File: src/rtl/mips_datapath_alu_hilo_pkg.sv
// Shared types for the HI/LO unit: ALU func encoding, HI/LO state, counter width helper.
// Included by mips_datapath_alu_hilo and its divider sub-module.
package mips_datapath_alu_hilo_pkg;

  typedef enum logic [4:0] {
    ALU_ADD, ALU_ADDU, ALU_SUB, ALU_SUBU, ALU_AND, ALU_OR, ALU_XOR, ALU_NOR,
    ALU_SLT, ALU_SLTU, ALU_SLL, ALU_SRL, ALU_SRA,
    ALU_MULS, ALU_MULU, ALU_DIVS, ALU_DIVU,
    ALU_MTHI, ALU_MTLO, ALU_MFHI, ALU_MFLO
  } alu_func_e;

  typedef enum logic [1:0] {
    HILO_IDLE,
    HILO_DIV,
    HILO_FIX
  } hilo_state_e;

  function automatic int util_math_log2(input int value);
    int r;
    r = 0;
    while ((1 << r) < value) r++;
    return r;
  endfunction

  // Iteration counter must hold the value DATA_W.
  function automatic int hilo_cnt_w(input int data_w);
    return util_math_log2(data_w) + 1;
  endfunction

endpackage

File: src/rtl/mips_datapath_alu_hilo_divider.sv
// Unsigned restoring divider, one quotient bit per cycle, DATA_W cycles after start.
// last_cycle is high during the cycle whose closing edge produces the final bit.
module mips_datapath_alu_hilo_divider
  import mips_datapath_alu_hilo_pkg::*;
#(
  parameter int DATA_W = 32
) (
  input  logic              clock,
  input  logic              reset,
  input  logic              start,
  input  logic [DATA_W-1:0] dividend,
  input  logic [DATA_W-1:0] divisor,
  output logic [DATA_W-1:0] quotient,
  output logic [DATA_W-1:0] remainder,
  output logic              last_cycle
);

  localparam int CNT_W = hilo_cnt_w(DATA_W);

  logic [CNT_W-1:0]  count;
  logic              active;
  logic [DATA_W-1:0] quo;
  logic [DATA_W-1:0] rem;
  logic [DATA_W-1:0] dvs;
  logic [DATA_W:0]   shifted;
  logic [DATA_W:0]   diff;

  always_comb begin
    shifted = {rem, quo[DATA_W-1]};
    diff    = shifted - {1'b0, dvs};
  end

  assign last_cycle = active && (count == CNT_W'(DATA_W - 1));
  assign quotient   = quo;
  assign remainder  = rem;

  // NOTE: state registers use non-blocking assignment so every register samples pre-edge values.
  always_ff @(posedge clock) begin
    if (reset) begin
      count  <= '0;
      active <= 1'b0;
      quo    <= '0;
      rem    <= '0;
      dvs    <= '0;
    end else if (start) begin
      count  <= '0;
      active <= 1'b1;
      quo    <= dividend;
      rem    <= '0;
      dvs    <= divisor;
    end else if (active) begin
      if (!diff[DATA_W]) begin
        rem <= diff[DATA_W-1:0];
        quo <= {quo[DATA_W-2:0], 1'b1};
      end else begin
        rem <= shifted[DATA_W-1:0];
        quo <= {quo[DATA_W-2:0], 1'b0};
      end
      count <= count + 1'b1;
      if (last_cycle) active <= 1'b0;
    end
  end

endmodule

File: src/rtl/mips_datapath_alu_hilo.sv
// HI/LO register unit: commits mult/mt* results and runs iterative signed/unsigned divide.
// Optional same-cycle forwarding of Mul*/Mt* writes: MIPS_DATAPATH_ALU_HILO_FORWARD_EN.
module mips_datapath_alu_hilo
  import mips_datapath_alu_hilo_pkg::*;
#(
  parameter int DATA_W = 32
) (
  input  logic              clock,
  input  logic              reset,
  input  logic              valid,
  input  logic              flush,
  input  alu_func_e         func,
  input  logic [DATA_W-1:0] data1,
  input  logic [DATA_W-1:0] data2,
  input  logic [DATA_W-1:0] res_lo,
  input  logic [DATA_W-1:0] res_hi,
  output logic [DATA_W-1:0] reg_lo,
  output logic [DATA_W-1:0] reg_hi,
  output logic              busy,
  output logic              done
);

  hilo_state_e       state, next_state;
  logic [DATA_W-1:0] lo_q, hi_q;
  logic [DATA_W-1:0] dividend_q;
  logic              q_neg_q, r_neg_q, div_zero_q;

  logic              idle_op, accept_div, wr_lo, wr_hi, commit, div_signed;
  logic [DATA_W-1:0] mag1, mag2, quotient, remainder, fix_lo, fix_hi;
  logic              last_cycle;

  assign idle_op    = (state == HILO_IDLE) && valid && !flush && !reset;
  assign accept_div = idle_op && (func == ALU_DIVS || func == ALU_DIVU);
  assign wr_lo      = idle_op && (func == ALU_MULS || func == ALU_MULU || func == ALU_MTLO);
  assign wr_hi      = idle_op && (func == ALU_MULS || func == ALU_MULU || func == ALU_MTHI);
  assign div_signed = (func == ALU_DIVS);
  assign mag1       = (div_signed && data1[DATA_W-1]) ? -data1 : data1;
  assign mag2       = (div_signed && data2[DATA_W-1]) ? -data2 : data2;
  assign commit     = (state == HILO_FIX) && !flush;

  mips_datapath_alu_hilo_divider #(.DATA_W(DATA_W)) u_divider (
    .clock      (clock),
    .reset      (reset),
    .start      (accept_div),
    .dividend   (mag1),
    .divisor    (mag2),
    .quotient   (quotient),
    .remainder  (remainder),
    .last_cycle (last_cycle)
  );

  // Divide-by-zero bypasses sign fixing: LO all ones, HI the raw dividend.
  assign fix_lo = div_zero_q ? '1         : (q_neg_q ? -quotient  : quotient);
  assign fix_hi = div_zero_q ? dividend_q : (r_neg_q ? -remainder : remainder);

  always_comb begin
    // NOTE: default assigned first so no branch leaves next_state unassigned (no latch).
    next_state = state;
    unique case (state)
      HILO_IDLE: if (accept_div) next_state = HILO_DIV;
      HILO_DIV:  if (last_cycle) next_state = HILO_FIX;
      HILO_FIX:  next_state = HILO_IDLE;
      default:   next_state = HILO_IDLE;
    endcase
    if (flush) next_state = HILO_IDLE;
  end

  always_ff @(posedge clock) begin
    if (reset) begin
      state      <= HILO_IDLE;
      lo_q       <= '0;
      hi_q       <= '0;
      busy       <= 1'b0;
      done       <= 1'b0;
      dividend_q <= '0;
      q_neg_q    <= 1'b0;
      r_neg_q    <= 1'b0;
      div_zero_q <= 1'b0;
    end else begin
      state <= next_state;
      busy  <= (next_state != HILO_IDLE);
      done  <= commit;
      if (commit) begin
        lo_q <= fix_lo;
        hi_q <= fix_hi;
      end else begin
        if (wr_lo) lo_q <= res_lo;
        if (wr_hi) hi_q <= res_hi;
      end
      if (accept_div) begin
        dividend_q <= data1;
        q_neg_q    <= div_signed && (data1[DATA_W-1] ^ data2[DATA_W-1]);
        r_neg_q    <= div_signed && data1[DATA_W-1];
        div_zero_q <= (data2 == '0);
      end
    end
  end

`ifdef MIPS_DATAPATH_ALU_HILO_FORWARD_EN
  assign reg_lo = wr_lo ? res_lo : lo_q;
  assign reg_hi = wr_hi ? res_hi : hi_q;
`else
  assign reg_lo = lo_q;
  assign reg_hi = hi_q;
`endif

endmodule

File: config.mk
export PLATFORM = sky130hd
export DESIGN_NAME = mips_datapath_alu_hilo
export DESIGN_NICKNAME = d
export VERILOG_FILES = /design/src/rtl/mips_datapath_alu_hilo_pkg.sv /design/src/rtl/mips_datapath_alu_hilo_divider.sv /design/src/rtl/mips_datapath_alu_hilo.sv
export SDC_FILE = /design/constraint.sdc
export NUM_CORES = 1
export LEC_CHECK = 0
export ABC_CLOCK_PERIOD_IN_PS = 3300
export CAP_MARGIN = 20
export CORE_ASPECT_RATIO = 1.5
export CORE_MARGIN = 1.5
export CORE_UTILIZATION = 50
export DETAILED_ROUTE_END_ITERATION = 16
export PLACE_DENSITY = 0.83
export SLEW_MARGIN = 20
export SYNTH_ARGS = -nofsm -noshare
export SYNTH_HDL_FRONTEND = slang
export SYNTH_SLANG_ARGS = --single-unit
File: constraint.sdc
create_clock -name clock -period 3.3 [get_ports clock]
set_input_delay 0.99 -clock clock [delete_from_list [all_inputs] [get_ports clock]]
set_output_delay 0.99 -clock clock [all_outputs]
set_load 0.1 [all_outputs]
==> results by group <==
Cells and area
  – Final core utilization: 0.666
  – Final Instance Area: 16700 um^2
  – Ant diodes: 0
  – Fraction of layout cells with a size suffix above 1: 0.154
  – Multi-input gate area: ~8300 um^2
  – Fillcell total: 2098
  – Reg area: just over 4000 um^2
  – Synth-to-layout area growth: 30.1%
  – Layout Nets: ~2100

Detailed routing
  – First-pass detailed-route iteration total: 7
  – Wirelength per Cell: about 18 um
  – Post-DRT Antenna Nets: 0
  – Drc violations: 0
  – Post-Route WL: approximately 40 mm
  – DR vias: approximately 13000
  – Via density: roughly 5.9
  – DR iter-0 viols: between 900 and 1000

Placement
  – DP Wirelength: a little under 30 mm
  – Final GP Congestion: 0.906
  – Placed Area: 15900 um^2
  – Buffers on Ports: around 200

Power and ir drop
  – Worst vdd ir: 307 uV
  – Leakage: roughly 6.6 nW
  – Total power: around 6.1 mW
  – PwrDens: roughly 360 nW/um^2

Worst setup path
  – CP Capture Point: u_divider.dvs[25]
  – Critical-path cell with the highest stage delay: or4_4
  – Crit-path cells: clkdlybuf4s50_1 > or4_4 > or3_1 > or3_4 > nor2_1 > nand4_1 > buf_4 > o21ai_1 > xor2_1 > o21ai_0
  – Crit. Startpoint: data2[12]
  – Arrival time at the worst endpoint: about 3600 ps
  – CP Launch Type: input port
  – WP depth: 10
  – Critical path buffers and inverters: 2
  – Crit-path leading delay family: simple AND/OR/NAND/NOR gates
  – R2r endpoint: reg_hi[15]
  – FF-to-FF Start: u_divider.remainder[3]
  – Worst setup EP type: flip-flop
  – CP peak stage delay: 550 ps
  – R2r setup slk: ~160 ps
  – Critical path class: input port to flip-flop
  – Worst Path Max Fanout: 3
  – WP data required: between 3000 and 4000 ps
  – Reg2Reg Depth: 8

Clock tree
  – Reg clk slew, reported paths: around 70 ps
  – TritonCTS clock tree: yes
  – Worst-Skew Late Latency: slightly above 500 ps
  – Clk sinks: just over 200
  – TritonCTS Buffers: 21
  – Hold bufs inserted after CTS: 0
  – H-tree Lvls: 1
  – Root buffer cell: clkbuf_16
  – Clock tree buffer depth: 3

Logic synthesis
  – Prevailing post-synth register cell: dfxtp_1
  – Synth Instances: 1664
  – Mean post-synth cell area: ~7.7 um^2
  – EDFF count, synth: 0
  – Ys Warns: 0
  – Synth async-reset ratio: 0
  – Netlist cell types: 68
  – Ranking of synthesized cells by area: dfxtp_1 (32%), a21oi_1 (6.8%), xnor2_1 (6.1%)
  – #FFs+latches synth: between 200 and 250
  – Register area share after synthesis: 0.321
  – Yosys top cell area share: 0.321
  – Syn Nets: between 1500 and 2000
  – Synthesized area: roughly 13000 um^2
  – Largest area contributor in the netlist: dfxtp_1

Floorplan
  – Row cnt: 71
  – Top Ports: slightly above 200
  – Die W: approximately 130 um
  – Core Footprint: approximately 25000 um^2
  – Starting Density: 0.512
  – Die ar.: 26700 um^2
  – Die Y: approximately 200 um

Timing
  – Peak Freq: between 300 and 400 MHz
  – Slew headroom: 0.516
  – Worst-margin pin slew: 726 ps
  – Final Cycle Share: 0.984
  – Hold Fails Final Rpt: 0
  – Final Critical Period: 3250 ps
  – Setup_tns: 0 ps
  – Final setup viols: 0
  – Worst clock skew: approximately 12 ps
  – Slew Viols, Final: 0

Status
  – Outcome: finished, final reports clean

Global route
  – Total track usage: 0.290
  – Antenna violations before repair: 0
  – First-pass GRT wire length: roughly 63 mm
  – Number of global-route vias before repair: ~13000
  – Total grt overflow: 0
  – Largest net degree at the start of global routing: 161

Job
  – MaxCap Viol Count: 0

Min path
  – Hold Crit Class: flip-flop to flip-flop
-- cell families (layout without fill, tap and decap cells) --
kind of cell,count (synthesis),in the layout,share of synthesized area
buffers and inverters,165,435,0.0484
and+or+nand+nor,532,532,0.195
DFF,206,206,0.321
muxes,56,56,0.0436
adders and majority gates,38,38,0.0375
AOI/OAI and AO/OA,517,517,0.253
xor gates and xnor gates,150,150,0.102
-- sequential cells by signal (all words and copies together), names as in the netlist, 2 cells and up --
register             flops
u_divider.dvs           32
u_divider.quotient      32
dividend_q              32
reg_lo                  32
state                    2
u_divider.remainder     32
reg_hi                  32
u_divider.count          6
-- cell usage in the layout, fill, tap and decap left out, types with 16 or more instances in the layout --
cell             Yosys  layout
dfxtp_1            206     203
nand2_1            201     201
buf_4                0     200
a21oi_1            174     172
nor2_1             142     140
o21ai_0            128     127
clkdlybuf4s50_1      0     123
xnor2_1             89      88
xor2_1              61      61
inv_1               56      56
mux2i_1             56      56
a211oi_1            49      48
ha_1                37      36
or3_1               35      32
nor3_1              31      29
o221ai_1            28      28
o211ai_1            22      22
o31ai_1             21      21
clkbuf_16            0      21
nand3_1             19      18
nand2b_1            17      16
-- worst min-delay path: stages (launching register included) --
cell and delay (ps):
dfxtp_1 310, nand2_1 50, a21oi_1 50
-- repair_timing --
| action | in CTS | in global routing |
|---|---|---|
| pin swaps | 15 | 10 |
| resized for setup | 43 | 16 |
| setup endpoints to repair | 35 | 44 |
| setup buffers | 4 | 1 |
| hold endpoints to repair | 0 | 0 |
| cloned | 1 | 0 |
-- cell type report --
class,instances,share of cell area
Clock buffer,30,0.0364
Clock inverter,6,0.00501
Inverter,56,0.0126
Multi-Input combinational cell,1293,0.495
Sequential cell,206,0.247
Tap cell,328,0.0245
Timing Repair Buffer,343,0.180
-- cell usage after synthesis (all sizes together) (9+ instances only) --
| cell | number |
|---|---|
| o211ai | 22 |
| mux2i | 56 |
| o21ai | 132 |
| a21oi | 174 |
| nand3 | 19 |
| nor2 | 142 |
| or4 | 20 |
| xor2 | 61 |
| xnor2 | 89 |
| nor4 | 9 |
| nand2 | 202 |
| o31ai | 21 |
| clkbuf | 98 |
| o221ai | 28 |
| ha | 37 |
| a31oi | 10 |
| nor3 | 32 |
| inv | 56 |
| nand2b | 17 |
| or3 | 36 |
| a211oi | 49 |
| o41ai | 19 |
| dfxtp | 206 |
| buf | 11 |
| nand4 | 9 |
-- worst min path at each step --
stage	cells after the start	slack [ps]	endpoint	startpoint
2_1_floorplan	2	430	dividend_q[30]	dividend_q[30]
3_3_place_gp	2	440	reg_lo[22]	reg_lo[22]
3_5_place_dp	2	440	reg_lo[27]	reg_lo[27]
4_1_cts	2	450	reg_lo[27]	reg_lo[27]
5_1_grt	2	480	reg_lo[16]	reg_lo[16]
6_report	2	450	reg_lo[27]	reg_lo[27]
-- power by group --
group	internal (mW)	total [mW]	switching [mW]
Clock	1.44	2.44	1.01
Sequential	2.50	2.52	0.0181
Combinational	0.554	1.14	0.584
-- metrics by stage --
| stage | instances | worst slack, ps | hold slack [ps] |
|---|---|---|---|
| floorplan | 1664 | -63.8 | 431 |
| global placement | 2220 | -605 | 438 |
| detailed placement | 2220 | -661 | 443 |
| CTS | 2261 | -9.94 | 452 |
| global route | 2262 | -45.4 | 476 |
| finish | 2262 | 52.7 | 448 |
-- layer usage --
layer | up-vias | track usage | share of wire
met4 | 0 | 0.163 | 0.060
met3 | 136 | 0.0274 | 0.053
li1 | 6492 | - | -
met5 | - | 0 | 0
met2 | 506 | 0.539 | 0.51
met1 | 6229 | 0.320 | 0.38
No activity file was read; power rests on OpenSTA's default activity.
